File: src/rtl/z_read_scheduler_pkg.sv
// Shared definitions for the Z-test read front end: span field widths,
// scheduler state encoding and read FIFO sizing defaults.
package z_read_scheduler_pkg;

    localparam int ADDR_W = 29;
    localparam int DATA_W = 64;
    localparam int PIX_W  = 2;

    localparam int FIFO_DEPTH_DEF      = 32;
    localparam int FIFO_DEPTH_LOG2_DEF = 5;
    localparam int MAX_OUTSTANDING_DEF = 16;

    typedef enum logic [1:0] {
        ST_IDLE = 2'd0,
        ST_READ = 2'd1,
        ST_PASS = 2'd2
    } state_t;

endpackage

File: src/rtl/z_read_scheduler_outstanding_counter.sv
// Counts Z reads accepted by memory whose data has not yet returned.
module z_outstanding_counter #(
    parameter int MAX_OUTSTANDING = 16,
    parameter int CNT_W           = $clog2(MAX_OUTSTANDING) + 1
) (
    input  logic             clock,
    input  logic             reset_n,
    input  logic             inc,
    input  logic             dec,
    output logic [CNT_W-1:0] count,
    output logic             full
);

    always_ff @(posedge clock or negedge reset_n) begin
        if (!reset_n) begin
            count <= '0;
        end else if (inc && !dec) begin
            count <= count + 1'b1;
        end else if (dec && !inc && count != '0) begin
            count <= count - 1'b1;
        end
    end

    assign full = (count >= CNT_W'(MAX_OUTSTANDING));

    // A return strobe with nothing in flight means the memory side broke protocol.
    a_no_underflow : assert property (@(posedge clock) disable iff (!reset_n)
        dec |-> (count != '0));

endmodule

File: src/rtl/z_read_scheduler.sv
// Accepts 2-pixel spans, issues their Z reads and enqueues each span into the
// downstream read FIFO in the cycle its read is accepted.
module z_read_scheduler
    import z_read_scheduler_pkg::*;
#(
    parameter int FIFO_DEPTH      = FIFO_DEPTH_DEF,
    parameter int FIFO_DEPTH_LOG2 = FIFO_DEPTH_LOG2_DEF,
    parameter int MAX_OUTSTANDING = MAX_OUTSTANDING_DEF
) (
    input  logic                       clock,
    input  logic                       reset_n,
    input  logic                       z_active,
    input  logic                       flush,
    input  logic                       pix_valid,
    output logic                       pix_ready,
    input  logic [ADDR_W-1:0]          pix_color_address,
    input  logic [DATA_W-1:0]          pix_color,
    input  logic [ADDR_W-1:0]          pix_z_address,
    input  logic [DATA_W-1:0]          pix_z,
    input  logic [PIX_W-1:0]           pix_active,
    output logic [ADDR_W-1:0]          read_address,
    output logic                       read_read,
    input  logic                       read_waitrequest,
    input  logic                       read_readdatavalid,
    input  logic [FIFO_DEPTH_LOG2-1:0] fifo_size,
    output logic                       enqueue,
    output logic [ADDR_W-1:0]          enq_color_address,
    output logic [DATA_W-1:0]          enq_color,
    output logic [ADDR_W-1:0]          enq_z_address,
    output logic [DATA_W-1:0]          enq_z,
    output logic [PIX_W-1:0]           enq_pixel_active,
    output logic                       busy,
    output logic                       flush_done
);

    localparam int CNT_W = $clog2(MAX_OUTSTANDING) + 1;
    localparam logic [FIFO_DEPTH_LOG2:0] ROOM_LIMIT = (FIFO_DEPTH_LOG2 + 1)'(FIFO_DEPTH - 2);

    state_t                   state, state_nxt;
    logic                     run_p0;
    logic                     enq_p1;
    logic                     flush_pending;
    logic [CNT_W-1:0]         outstanding;
    logic                     cnt_full;
    logic [FIFO_DEPTH_LOG2:0] fill_sum;
    logic                     room;
    logic                     accept;
    logic                     drain_done;
    logic [ADDR_W-1:0]        lat_color_address;
    logic [DATA_W-1:0]        lat_color;
    logic [ADDR_W-1:0]        lat_z_address;
    logic [DATA_W-1:0]        lat_z;
    logic [PIX_W-1:0]         lat_pixel_active;

    // fifo_size lags our own enqueue by a cycle, so the last enqueue is added back in.
    assign fill_sum   = {1'b0, fifo_size} + (FIFO_DEPTH_LOG2 + 1)'(enq_p1);
    assign room       = (fill_sum < ROOM_LIMIT);
    assign accept     = pix_valid && pix_ready;
    assign drain_done = (state == ST_IDLE) && (outstanding == '0) && (fifo_size == '0) && !enq_p1;
    assign busy       = (state != ST_IDLE) || (outstanding != '0) || (fifo_size != '0)
                        || enq_p1 || flush_pending;

    z_outstanding_counter #(
        .MAX_OUTSTANDING (MAX_OUTSTANDING),
        .CNT_W           (CNT_W)
    ) u_outstanding (
        .clock   (clock),
        .reset_n (reset_n),
        .inc     (read_read && !read_waitrequest),
        .dec     (read_readdatavalid),
        .count   (outstanding),
        .full    (cnt_full)
    );

    always_comb begin
        state_nxt = state;
        pix_ready = 1'b0;
        enqueue   = 1'b0;
        case (state)
            ST_IDLE: begin
                pix_ready = run_p0 && room && !flush_pending && (!z_active || !cnt_full);
                if (pix_valid && pix_ready) begin
                    state_nxt = z_active ? ST_READ : ST_PASS;
                end
            end
            ST_READ: begin
                // The FIFO entry must exist before the read data can come back.
                if (!read_waitrequest) begin
                    enqueue   = 1'b1;
                    state_nxt = ST_IDLE;
                end
            end
            ST_PASS: begin
                enqueue   = 1'b1;
                state_nxt = ST_IDLE;
            end
            default: state_nxt = ST_IDLE;
        endcase
    end

    always_ff @(posedge clock or negedge reset_n) begin
        if (!reset_n) begin
            state             <= ST_IDLE;
            run_p0            <= 1'b0;
            enq_p1            <= 1'b0;
            flush_pending     <= 1'b0;
            flush_done        <= 1'b0;
            read_read         <= 1'b0;
            read_address      <= '0;
            lat_color_address <= '0;
            lat_color         <= '0;
            lat_z_address     <= '0;
            lat_z             <= '0;
            lat_pixel_active  <= '0;
        end else begin
            state         <= state_nxt;
            run_p0        <= 1'b1;
            enq_p1        <= enqueue;
            flush_done    <= flush_pending && drain_done;
            // A repeated flush while one is pending folds into the same completion.
            flush_pending <= flush_pending ? !drain_done : flush;
            if (accept) begin
                lat_color_address <= pix_color_address;
                lat_color         <= pix_color;
                lat_z_address     <= pix_z_address;
                lat_z             <= pix_z;
                lat_pixel_active  <= pix_active;
            end
            if (accept && z_active) begin
                read_read    <= 1'b1;
                read_address <= pix_z_address;
            end else if (read_read && !read_waitrequest) begin
                read_read    <= 1'b0;
            end
        end
    end

    assign enq_color_address = lat_color_address;
    assign enq_color         = lat_color;
    assign enq_z_address     = lat_z_address;
    assign enq_z             = lat_z;
    assign enq_pixel_active  = lat_pixel_active;

endmodule

File: config.mk
export PLATFORM = sky130hd
export DESIGN_NAME = z_read_scheduler
export DESIGN_NICKNAME = d
export VERILOG_FILES = /design/src/rtl/z_read_scheduler_pkg.sv /design/src/rtl/z_read_scheduler_outstanding_counter.sv /design/src/rtl/z_read_scheduler.sv
export SDC_FILE = /design/constraint.sdc
export NUM_CORES = 1
export LEC_CHECK = 0
export BUFFER_PORTS_ARGS = -buffer_cell sky130_fd_sc_hd__buf_2
export CORE_ASPECT_RATIO = 1.75
export CORE_MARGIN = 10
export CORE_UTILIZATION = 39
export CTS_BUF_LIST = sky130_fd_sc_hd__clkbuf_8
export DETAILED_ROUTE_END_ITERATION = 8
export GPL_ROUTABILITY_DRIVEN = 0
export PLACE_DENSITY = 0.7
export SYNTH_ARGS = -nofsm -noshare
export SYNTH_HDL_FRONTEND = slang
export SYNTH_SLANG_ARGS = --single-unit
File: constraint.sdc
create_clock -name clock -period 2.2 [get_ports clock]
set_clock_uncertainty 0.1 [all_clocks]
set_input_delay 0.22 -clock clock [delete_from_list [all_inputs] [get_ports clock]]
set_output_delay 0.22 -clock clock [all_outputs]
set_load 0.03 [all_outputs]
# --- Yosys cells after proc, flatten, opt, wreduce, memory -nomap -nowiden ---
# Cells that the tools add are included.
totals:
  register_bits: 229
  in_bits: 200
  word_cells: 70
op_classes:
  mux: 12
  n_addsub: 3
  n_eq_ne: 4
  n_lt_le_gt_ge: 2
  reduce_logical: 36
ops:
  columns: ["op", "n"]
  rows:
  - ["1-bit logical AND", 14]
  - ["5-bit zero test", 2]
  - ["5-bit two-way mux", 2]
  - ["5-bit nonzero test", 2]
  - ["1-bit zero test", 8]
  - ["5-bit by 1-bit adder with 6-bit output", 1]
  - ["6-bit by 5-bit < comparator with 1-bit output, second input constant", 1]
  - ["2-bit two-way mux", 3]
  - ["2-bit nonzero test", 3]
  - ["5-bit by 1-bit adder with 5-bit output, second input constant", 1]
  - ["5-bit >= comparator, second input constant", 1]
  - ["1-bit logical OR", 5]
  - ["1-bit two-way mux", 5]
  - ["5-bit by 1-bit subtractor with 5-bit output, second input constant", 1]
  - ["2-bit one-hot mux with 2 select lines", 1]
  - ["2-bit by 1-bit equality test with 1-bit output, second input constant", 1]
  - ["2-bit equality test, second input constant", 1]
  - ["2-bit zero test", 1]
  - ["2-bit by 1-bit inequality test with 1-bit output, second input constant", 1]
  - ["2-bit inequality test, second input constant", 1]
  - ["1-bit one-hot mux with 2 select lines", 1]
  - ["2-bit AND reduction", 1]

# --- Depth between registers and ports, before layout ---
# Gate-level depths: netlist of the first run.
logic_depth:
  depth_word: 9
  mapped_depth: 9
  ltp_nobuf: 7

# --- By module ---
# Synthesis of the first run repeated with hierarchy kept, for this count alone.
hier_totals:
  cells_unflattened: 533
  hier_area_um2: 8812.2
modules_own_cells:
  columns: ["mod", "area_each_um2", "cells_each", "n_inst"]
  rows:
  - ["z_read_scheduler", 8470.6, 505, 1]
  - ["z_outstanding_counter", 341.6, 28, 1]

# --- Worst setup path after synthesis of the first run ---
# No wires, ideal clock.
synth_timing:
  kind: "reg-to-reg"
  startpoint: "reg enq_p1"
  endpoint: "reg lat_color[0], in the netlist enq_color[0]"
  setup_slack_ns: -0.325
  path_buffers: 2
  path_stages_with_launch: 10
  required_ns: 1.975
  period_less_slack_ns: 2.525
  t_arrival_ns: 2.300
  setup_ns: 0.125
  path_cell_list: "dfrtp_1 -> and2_1 -> ha_1 -> mux2_1 -> a22o_1 -> a31oi_4 -> nand2_2 -> buf_6 -> buf_6 -> mux2_4"
synth_via:
  elab_chain_len: 7
synth_lines:
  columns: ["item", "line_no", "rtl"]
  rows:
  - ["start: declaration", "z_read_scheduler.sv:41", "logic enq_p1;"]
  - ["start signal: assignment", "z_read_scheduler.sv:118", "enq_p1 <= enqueue;"]
  - ["5-bit by 1-bit adder with 6-bit output", "z_read_scheduler.sv:56", "assign fill_sum = {1'b0, fifo_size} + (FIFO_DEPTH_LOG2 + 1)'(enq_p1);"]
  - ["6-bit by 5-bit < comparator with 1-bit output", "z_read_scheduler.sv:57", "assign room = (fill_sum < ROOM_LIMIT);"]
  - ["1-bit logical AND (3 in series)", "z_read_scheduler.sv:81", "pix_ready = run_p0 && room && !flush_pending && (!z_active || !cnt_full);"]
  - ["1-bit two-way mux", "z_read_scheduler.sv:79", "case (state)"]
  - ["net pix_ready", "z_read_scheduler.sv:15", "output logic pix_ready,"]
  - ["1-bit logical AND", "z_read_scheduler.sv:58", "assign accept = pix_valid && pix_ready;"]
  - ["end signal: assignment", "z_read_scheduler.sv:124", "lat_color <= pix_color;"]
  - ["end: declaration", "z_read_scheduler.sv:50", "logic [DATA_W-1:0] lat_color;"]
# The timed path passes the listed nets, and every way through them passes these cells.
# A chain may end at the register's enable or synchronous reset.

# --- Worst setup path after layout of the first run ---
layout_timing:
  startpoint: "reg enq_p1"
  endpoint: "reg lat_z_address[1], in the netlist enq_z_address[1]"
layout_via:
  elab_chain_len: 7
layout_lines:
  columns: ["item", "line_no", "rtl"]
  rows:
  - ["5-bit by 1-bit adder with 6-bit output", "z_read_scheduler.sv:56", null]
  - ["6-bit by 5-bit < comparator with 1-bit output", "z_read_scheduler.sv:57", null]
  - ["1-bit logical AND (3 in series)", "z_read_scheduler.sv:81", null]
  - ["1-bit two-way mux", "z_read_scheduler.sv:79", null]
  - ["1-bit logical AND", "z_read_scheduler.sv:58", null]
  - ["end signal: assignment", "z_read_scheduler.sv:125", "lat_z_address <= pix_z_address;"]
  - ["end: declaration", "z_read_scheduler.sv:51", "logic [ADDR_W-1:0] lat_z_address;"]
# Every way passes these cells.

==> results of run 1 <==
==> metal layers <==
layer  global-route usage (%)  up-vias
li1                         -     3249
met2                     37.8      345
met1                     21.8     3693
met3                     5.99       95
met4                     11.5        0
met5                        0        -
==> power groups by stage <==
stage,Sequential [mW],Combinational [mW],Clock (mW)
after global placement,4.83,1.92,0
after floorplan,5.42,0.575,0
after detailed placement,4.85,1.95,0
final,4.80,2.27,3.52
after CTS,4.78,2.25,3.57
after global routing,4.84,2.42,3.77
==> how the worst max path moves through the flow <==
stage	from	end	slack, ns	cells after the start
after global placement	enq_p1	enq_color[37]	-0.24	9
after CTS	enq_p1	pix_ready	-0.34	7
after global routing	enq_p1	enq_z_address[1]	-0.40	10
after detailed placement	enq_p1	enq_color[37]	-0.27	9
after floorplan	enq_p1	enq_color[0]	-0.24	9
final	enq_p1	enq_z_address[1]	-0.34	10
==> stage by stage <==
| stage | TNS [ns] | util [%] |
|---|---|---|
| 6_report | -54.65 | 64.9 |
| 5_1_grt | -68.04 | 64.9 |
| 4_1_cts | -54.00 | 63.7 |
| 3_5_place_dp | -38.23 | 50.9 |
| 3_3_place_gp | -33.13 | 50.9 |
| 2_1_floorplan | -38.02 | - |
==> layout make-up <==
| type | count | area (um^2) |
|---|---|---|
| diodes | 6 | 15.0 |
| clock buffers | 43 | 592 |
| well taps | 304 | 380 |
| repair buffers | 666 | 4910 |
| clock inverters | 12 | 71.3 |
| fillers | 1641 | 8190 |
| flip-flops and latches | 229 | 5730 |
| inverters | 3 | 11.3 |
| multi-input cells | 276 | 3430 |
==> critical path: stages (launching register included) <==
cell and delay, ns:
dfrtp_1 0.40, and2_4 0.16, ha_4 0.16, mux2_4 0.29, a22o_1 0.22, a31oi_4 0.17
buf_8 0.17, nand2_8 0.13, buf_12 0.19, buf_16 0.14, mux2_4 0.30
==> kinds of logic (layout without fill, tap and decap cells) <==
| logic type | after synthesis | after routing | synth area share (%) |
|---|---|---|---|
| AOI/OAI and AO/OA | 13 | 13 | 1.20 |
| xor gates and xnor gates | 4 | 4 | 0.380 |
| adders and majority gates | 8 | 8 | 1.17 |
| buffers and inverters | 26 | 724 | 2.32 |
| DFF | 229 | 229 | 62.2 |
| muxes | 221 | 221 | 31.1 |
| other | 1 | 7 | 0.0407 |
| and+or+nand+nor | 27 | 29 | 1.59 |
==> state kept, by name (all words and copies together), names as in the netlist, 2 cells and up <==
name and count:
enq_pixel_active 2, enq_color 64, enq_color_address 29, read_address 29
u_outstanding.count 5, state 2, enq_z 64, enq_z_address 29
==> cells in the final DEF (no fill, tap or decap), drive strengths merged, types with 3 or more instances in the layout <==
cell | synthesis | layout
dlygate4sd3 | 0 | 192
clkbuf | 0 | 50
diode | 0 | 6
nand4b | 3 | 3
nand2 | 10 | 12
buf | 23 | 467
dfrtp | 229 | 229
a21oi | 3 | 3
mux2 | 220 | 220
ha | 7 | 7
nor2 | 3 | 3
o221ai | 3 | 3
inv | 3 | 14
==> repair_timing <==
action / in CTS / in global routing
hold buffers: 192 / 0
hold endpoints to repair: 289 / 0
setup endpoints to repair: 219 / 222
buffers inserted: 6 / 7
resized for setup: 28 / 21
pin swaps: 3 / 1
cloned: 9 / 7
==> results_dict.tcl, run 1 <==
set metrics [dict create \
    status "finished, violations left" \
    violations "negative setup slack" \
    post-route-min-period_ns 2.54 \
    die_h_um 223 \
    synth_largest_area_cell "dfrtp_1" \
    synth_top_area_share_pct 62.2 \
    internal_power_mw 7.47 \
    clock-sinks 229 \
    area_growth_pct 64.4 \
    vias 7382 \
    r2r_end "enq_z_address[1]" \
    ir_drop_mv 0.519 \
    grt_max_degree 74 \
    worstReg2RegStart "enq_p1" \
    grt_pass1_wl_mm 50.4 \
    portBuffers 421 \
    syn_area_per_cell_um2 17.4 \
    num_rows 74 \
    syn-instance-count 529 \
    combPwrFrac_pct 21.5 \
    max_freq_mhz 393 \
    async_reset_ff_share_pct 100 \
    nets 1421 \
    ioPinCount 422 \
    hold_end "u_outstanding.count[4]" \
    worstHoldStart "read_readdatavalid" \
    synthFlopType "dfrtp_1" \
    hold_path.class "input port to flop" \
    syn_nets 737 \
    place_area_um2 11900 \
    drc 0 \
    worst_pin_slew_ns 0.601 \
    setup_violations 219 \
    die_x_um 136 \
    ys_top_cells_by_area "dfrtp_1 62%, mux2_4 16%, mux2_2 12%" \
    rsz0062_at_grt "yes" \
    ys_seq_elements 229 \
    synth_warnings 0 \
    cts_root_buf "clkbuf_8" \
    r2r_setup_slack_ns -0.34 \
    critPathLaunchType "flop" \
    ff2ff_path_depth 10 \
    maxCapViolCount 0 \
    grt_overflow 0 \
    layout_setup_ws_ns -0.344 \
    wirelength_mm 34.1 \
    die_area_um2 30400 \
    hold_viol 0 \
    p_switching_mw 3.12 \
    core_area_um2 23300 \
    hold_depth 4 \
    dp_hpwl_mm 21.3 \
    yosys.cell_types.count 34 \
    relSlewSlack_pct 60.0 \
    cp_max_fo 8 \
    antenna_found_initial 6 \
    cts_tree "done" \
    netSwitchingFraction_pct 29.5 \
    cts.clk_slew.worst_paths_ns 0.06 \
    grt_util_all_layers_pct 21.3 \
    clock_latency_ns 0.52 \
    wl_per_cell_um 22.1 \
    dp.cells 1259 \
    firstDrtPassIters 4 \
    first_global_vias 8489 \
    p_seq_share_pct 45.3 \
    start_util_pct 39.5 \
    drtIter0Drc 238 \
    routed-wl-met2_mm 18.3 \
    synth.most_common_cell "dfrtp_1" \
    via_per_inst 4.80 \
    clk_path_buf_depth 3 \
    synth_edf_count 0 \
    dr_wl_met3_mm 2.42 \
    hold_slack_ns 0.0621 \
    drive_gt1_share_pct 61.1 \
    cts_inserted_buffers 37 \
    p_total_mw 10.6 \
    leakagePower_nw 8.69 \
    path_class "flop to flop" \
    final_cells 1539 \
    wl_met1_mm 11.8 \
    ant_nets 0 \
    synthTopCellsByCount "229 x dfrtp_1, 100 x mux2_4, 99 x mux2_2" \
    post-place-ws_ns -0.272 \
    required_ns 2.50 \
    netlist_area_um2 9210 \
    cellPowerDensity_nw_per_um2 699 \
    ys_seq_area_share_pct 62.2 \
    fin_crit_sh_pct 116 \
    drv_slew 0 \
    arrival_ns 2.84 \
    design_area_um2 15100 \
    pwr-share-clk_pct 33.2 \
    cp-end-kind "flop" \
    htreeDepth 2 \
    top_layer "met4" \
]
(Power assumes the default switching activity.)
==> run 2: changes to the inputs <==
--- a/config.mk
+++ b/config.mk
@@ -12,7 +12,7 @@
 export CTS_BUF_LIST = sky130_fd_sc_hd__clkbuf_8
 export DETAILED_ROUTE_END_ITERATION = 8
 export GPL_ROUTABILITY_DRIVEN = 0
-export PLACE_DENSITY = 0.7
+export PLACE_DENSITY = 0.75
 export SYNTH_ARGS = -nofsm -noshare
 export SYNTH_HDL_FRONTEND = slang
 export SYNTH_SLANG_ARGS = --single-unit
==> run 2 against run 1 <==
The flow still finishes with violations (negative setup slack). Routed wire length shrank 1.3%. First-iteration DRC count rose by 12%. Flip-flop and latch count is the same. Register-to-register slack gained 0.10 ns. Combinational power increased by 2%. Critical endpoint is now enq_color[3]. Sequential share of layout area up 0.82 points. Total power grew 0.71%. Clock power is essentially flat. Non-clock buffer count shrank 16.
==> results_dict.tcl, run 2 (synthesis gave the netlist of run 1 again) <==
set metrics [dict create \
    vias 7302 \
    dp_hpwl_mm 21.4 \
    num_rows 74 \
    grt_max_degree 65 \
    maxCapViolCount 0 \
    max_freq_mhz 409 \
    design_area_um2 14800 \
    worst_pin_slew_ns 0.524 \
    leakagePower_nw 8.54 \
    r2r_end "enq_color[3]" \
    ir_drop_mv 0.544 \
    cts_inserted_buffers 36 \
    place_area_um2 11900 \
    core_area_um2 23300 \
    hold_slack_ns 0.0646 \
    post-place-ws_ns -0.277 \
    cts_tree "done" \
    clock_latency_ns 0.53 \
    first_global_vias 8397 \
    die_area_um2 30400 \
    area_growth_pct 60.9 \
    layout_setup_ws_ns -0.245 \
    relSlewSlack_pct 65.1 \
    ioPinCount 422 \
    cts_root_buf "clkbuf_8" \
    critPathLaunchType "flop" \
    portBuffers 421 \
    arrival_ns 2.75 \
    path_class "flop to flop" \
    die_h_um 223 \
    fin_util_pct 63.5 \
    drv_slew 0 \
    post-route-min-period_ns 2.44 \
    final_cell_mix "418 x buf_2, 228 x dfrtp_1, 192 x dlygate4sd3_1" \
    fin_crit_sh_pct 111 \
    crit_end "enq_color[3]" \
    grt_overflow 0 \
    worstReg2RegStart "enq_p1" \
    grt_util_all_layers_pct 21.3 \
    drtIter0Drc 267 \
    ant_nets 0 \
    cts.clk_slew.worst_paths_ns 0.06 \
    cellPowerDensity_nw_per_um2 719 \
    cp-end-kind "flop" \
    r2r_setup_slack_ns -0.24 \
    die_x_um 136 \
    hold_path.class "input port to flop" \
    via_per_inst 4.79 \
    firstDrtPassIters 4 \
    grt_pass1_wl_mm 50.2 \
    worstHoldStart "read_readdatavalid" \
    hold_viol 0 \
    wirelength_mm 33.6 \
    drc 0 \
    final_common_cell "buf_2" \
    drive_gt1_share_pct 60.2 \
    nets 1404 \
    required_ns 2.51 \
    clk_path_buf_depth 3 \
    violations "negative setup slack" \
    htreeDepth 2 \
    clock-sinks 229 \
    rsz0062_at_grt "yes" \
    antenna_found_initial 1 \
    wl_per_cell_um 22.1 \
    setup_violations 219 \
    p_total_mw 10.7 \
    status "finished, violations left" \
    start_util_pct 39.5 \
    cp-startpoint "enq_p1" \
    cp_max_fo 15 \
    ff2ff_path_depth 9 \
]
run 2: cell count changes in the layout (fill, tap and decap cells not counted), moves of 4 or more:
cell	previous run	this run
mux2_1	0	8
buf_8	5	1
diode_2	6	1
buf_16	8	4
clkbuf_16	6	2
mux2_4	121	115
run 2: worst min-delay path by stage:
stage / slack (ns) / depth (start not counted) / endpoint
finish: 0.06 / 4 / u_outstanding.count[4]
global route: 0.03 / 5 / flush_done
CTS: 0.01 / 4 / u_outstanding.count[4]
detailed placement: 0.10 / 1 / enq_z[24]
global placement: 0.10 / 1 / enq_z[24]
floorplan: -0.18 / 0 / enq_color[0]
run 2: worst max-delay path, stage by stage (launching register included):
cell and delay (ns):
dfrtp_1 0.38, and2_4 0.15, ha_4 0.15, mux2_4 0.29
a22o_1 0.22, a31oi_4 0.19, buf_12 0.17, nand2_4 0.11
clkbuf_16 0.24, mux2_4 0.32
run 2: area by class of cell:
type,count,area (um^2)
clock inverter,16,66.3
antenna,1,2.50
sequential,229,5730
fill,1633,8510
tap,304,380
inverter,3,11.3
clock buffer,46,633
multi-input combinational,276,3410
timing repair buffer,650,4580
run 2: per-stage QoR:
step / std cells / TNS, ns
2_1_floorplan: 529 / -38.02
3_3_place_gp: 1258 / -29.05
3_5_place_dp: 1258 / -39.25
4_1_cts: 1519 / -50.88
5_1_grt: 1525 / -59.29
6_report: 1525 / -43.18
run 2: routing by layer:
metal  global-route usage, %  share of wire, %  up-vias  wire [um]
met1                    22.1                35     3652      11700
li1                        -                 -     3221          -
met2                    38.0                54      342      18000
met3                    6.53               7.5       87       2520
met4                    9.52               4.0        0       1350
met5                       0                 0        -          0
run 2: timing repair:
action / CTS / global route
cloned: 3 / 3
pin swaps: 1 / 3
hold buffers: 192 / 0
endpoints found under the setup margin: 220 / 222
setup buffers: 4 / 2
endpoints found under the hold margin: 427 / 0
gates resized for setup: 22 / 14
run 2: power breakdown:
part	switching [mW]	internal, mW
clock network	1.68	1.87
logic	1.26	1.05
registers	0.241	4.56
==> run 3: changes to the inputs <==
--- a/config.mk
+++ b/config.mk
@@ -12,7 +12,7 @@
 export CTS_BUF_LIST = sky130_fd_sc_hd__clkbuf_8
 export DETAILED_ROUTE_END_ITERATION = 8
 export GPL_ROUTABILITY_DRIVEN = 0
-export PLACE_DENSITY = 0.75
+export PLACE_DENSITY = 0.73
 export SYNTH_ARGS = -nofsm -noshare
 export SYNTH_HDL_FRONTEND = slang
 export SYNTH_SLANG_ARGS = --single-unit
==> constraint.sdc (replaced) <==
create_clock -name clock -period 2.57 [get_ports clock]
set_clock_uncertainty 0.1 [all_clocks]
set_input_delay 0.1285 -clock clock [delete_from_list [all_inputs] [get_ports clock]]
set_output_delay 0.1285 -clock clock [all_outputs]
set_load 0.03 [all_outputs]
==> run 3 against run 2 <==
The run now ends clean. Die area unchanged. Total power decreased by 13%. Critical path depth unchanged. Global-route usage decreased by 0.43 points. Clock-buffer cell count increased by 1. Via count decreased by 1.5%. Sequential power decreased by 15%. Worst hold slack improved by 0.045 ns. Routed wire length decreased by 2.5%. First-iteration DRC count increased by 17%. Flip-flop and latch count unchanged. Non-clock buffer count decreased by 6. Critical path type unchanged. Critical endpoint is now enq_color[5].
==> results_dict.tcl, run 3 (synthesis gave the netlist of run 1 again) <==
set metrics [dict create \
    status "complete, no violations" \
    hold_path.class "input port to asynchronous set/reset pin" \
    grt_pass1_wl_mm 49.1 \
    die_area_um2 30400 \
    area_growth_pct 59.7 \
    crit_chain "and2_4 -> ha_4 -> mux2_4 -> a22o_1 -> a31oi_4 -> nand2_8 -> buf_12 -> clkbuf_16 -> mux2_4" \
    fin_util_pct 63.0 \
    cp-end-kind "flop" \
    via_per_inst 4.72 \
    dp_hpwl_mm 21.1 \
    clock-sinks 229 \
    design_area_um2 14700 \
    ant_nets 0 \
    ir_drop_mv 0.674 \
    max_freq_mhz 391 \
    die_x_um 136 \
    leakagePower_nw 8.44 \
    cpLargestDelayFamily "multiplexers" \
    wirelength_mm 32.8 \
    rsz0062_at_grt "yes" \
    drtIter0Drc 313 \
    drc 0 \
    hold_slack_ns 0.110 \
    ioPinCount 422 \
    cts_tree "done" \
    vias 7190 \
    cp_max_fo 8 \
    required_ns 2.87 \
    hold_viol 0 \
    start_util_pct 39.5 \
    post-route-min-period_ns 2.56 \
    cp_num_buf_inv 2 \
    cpMostUsedCell "mux2_4" \
    ff2ff_path_depth 9 \
    grt_util_all_layers_pct 20.9 \
    nets 1396 \
    die_h_um 223 \
    setup_tns_ns 0 \
    drive_gt1_share_pct 58.4 \
    path_class "flop to flop" \
    cellPowerDensity_nw_per_um2 630 \
    r2r_end "enq_color[5]" \
    r2r_setup_slack_ns 0.01 \
    final_cell_mix "419 x buf_2, 229 x dfrtp_1, 198 x dlygate4sd3_1" \
    slowest_stage "dfrtp_1" \
    place_area_um2 11700 \
    setup_violations 0 \
    max_stage_delay_ns 0.40 \
    wl_per_cell_um 21.5 \
    fin_crit_sh_pct 99.6 \
    core_area_um2 23300 \
    clk_path_buf_depth 3 \
    clock_latency_ns 0.53 \
    relSlewSlack_pct 60.7 \
    cts.clk_slew.worst_paths_ns 0.07 \
    antenna_found_initial 8 \
    grt_max_degree 76 \
    grt_overflow 0 \
    first_global_vias 8205 \
    portBuffers 421 \
    worst_pin_slew_ns 0.589 \
    drv_slew 0 \
    cts_root_buf "clkbuf_8" \
    worstReg2RegStart "enq_p1" \
    htreeDepth 2 \
    firstDrtPassIters 4 \
    critPathLaunchType "flop" \
    num_rows 74 \
    cts_inserted_buffers 36 \
    maxCapViolCount 0 \
    arrival_ns 2.86 \
    final_common_cell "buf_2" \
]
## run 3: final cells by class
class | count | area, um^2
diodes | 9 | 22.5
fillers | 1667 | 8620
multi-input cells | 274 | 3310
clock buffers | 47 | 647
well taps | 304 | 380
inverters | 3 | 11.3
repair buffers | 644 | 4500
flip-flops and latches | 229 | 5730
clock inverters | 14 | 111
## run 3: how the worst max path moves through the flow
| stage | from | endpoint | slack [ns] | cells past startpoint |
|---|---|---|---|---|
| 5_1_grt | enq_p1 | enq_z[61] | -0.03 | 9 |
| 3_5_place_dp | enq_p1 | enq_color[13] | 0.04 | 8 |
| 2_1_floorplan | enq_p1 | enq_color[0] | 0.05 | 9 |
| 6_report | enq_p1 | enq_color[5] | 0.01 | 9 |
| 3_3_place_gp | enq_p1 | enq_z[32] | 0.1 | 8 |
| 4_1_cts | enq_p1 | pix_ready | -0.001 | 6 |
## run 3: routing by layer
metal  part of all wire (%)  track usage [%]  vias up
met3                    7.4             6.48       92
li1                       -                -     3204
met5                      0                0        -
met2                     54             36.8      342
met4                    4.9             11.9        0
met1                     33             21.0     3552
## run 3: what timing repair did
action                                  CTS  global route
resized for setup                         1            19
hold endpoints to repair                429             0
cloned                                    0             6
endpoints found under the setup margin    2           209
setup buffers                             0            10
hold buffers                            198             0
pin swaps                                 1             4
## run 3: power breakdown
group          total [mW]  leakage [nW]  switching (mW)  internal (mW)
clock                3.27         0.423            1.43           1.84
combinational        1.90          4.88            1.05          0.855
sequential           4.10          3.14           0.200           3.90
total                9.27          8.44            2.68           6.59
## run 3: metrics by stage
step	std cells	worst slack (ns)	total power, mW
detailed placement	1244	0.0412	5.79
global placement	1244	0.0975	5.74
global route	1523	-0.0348	9.69
finish	1524	0.0114	9.27
CTS	1503	-0.00130	9.32
floorplan	529	0.0451	5.11
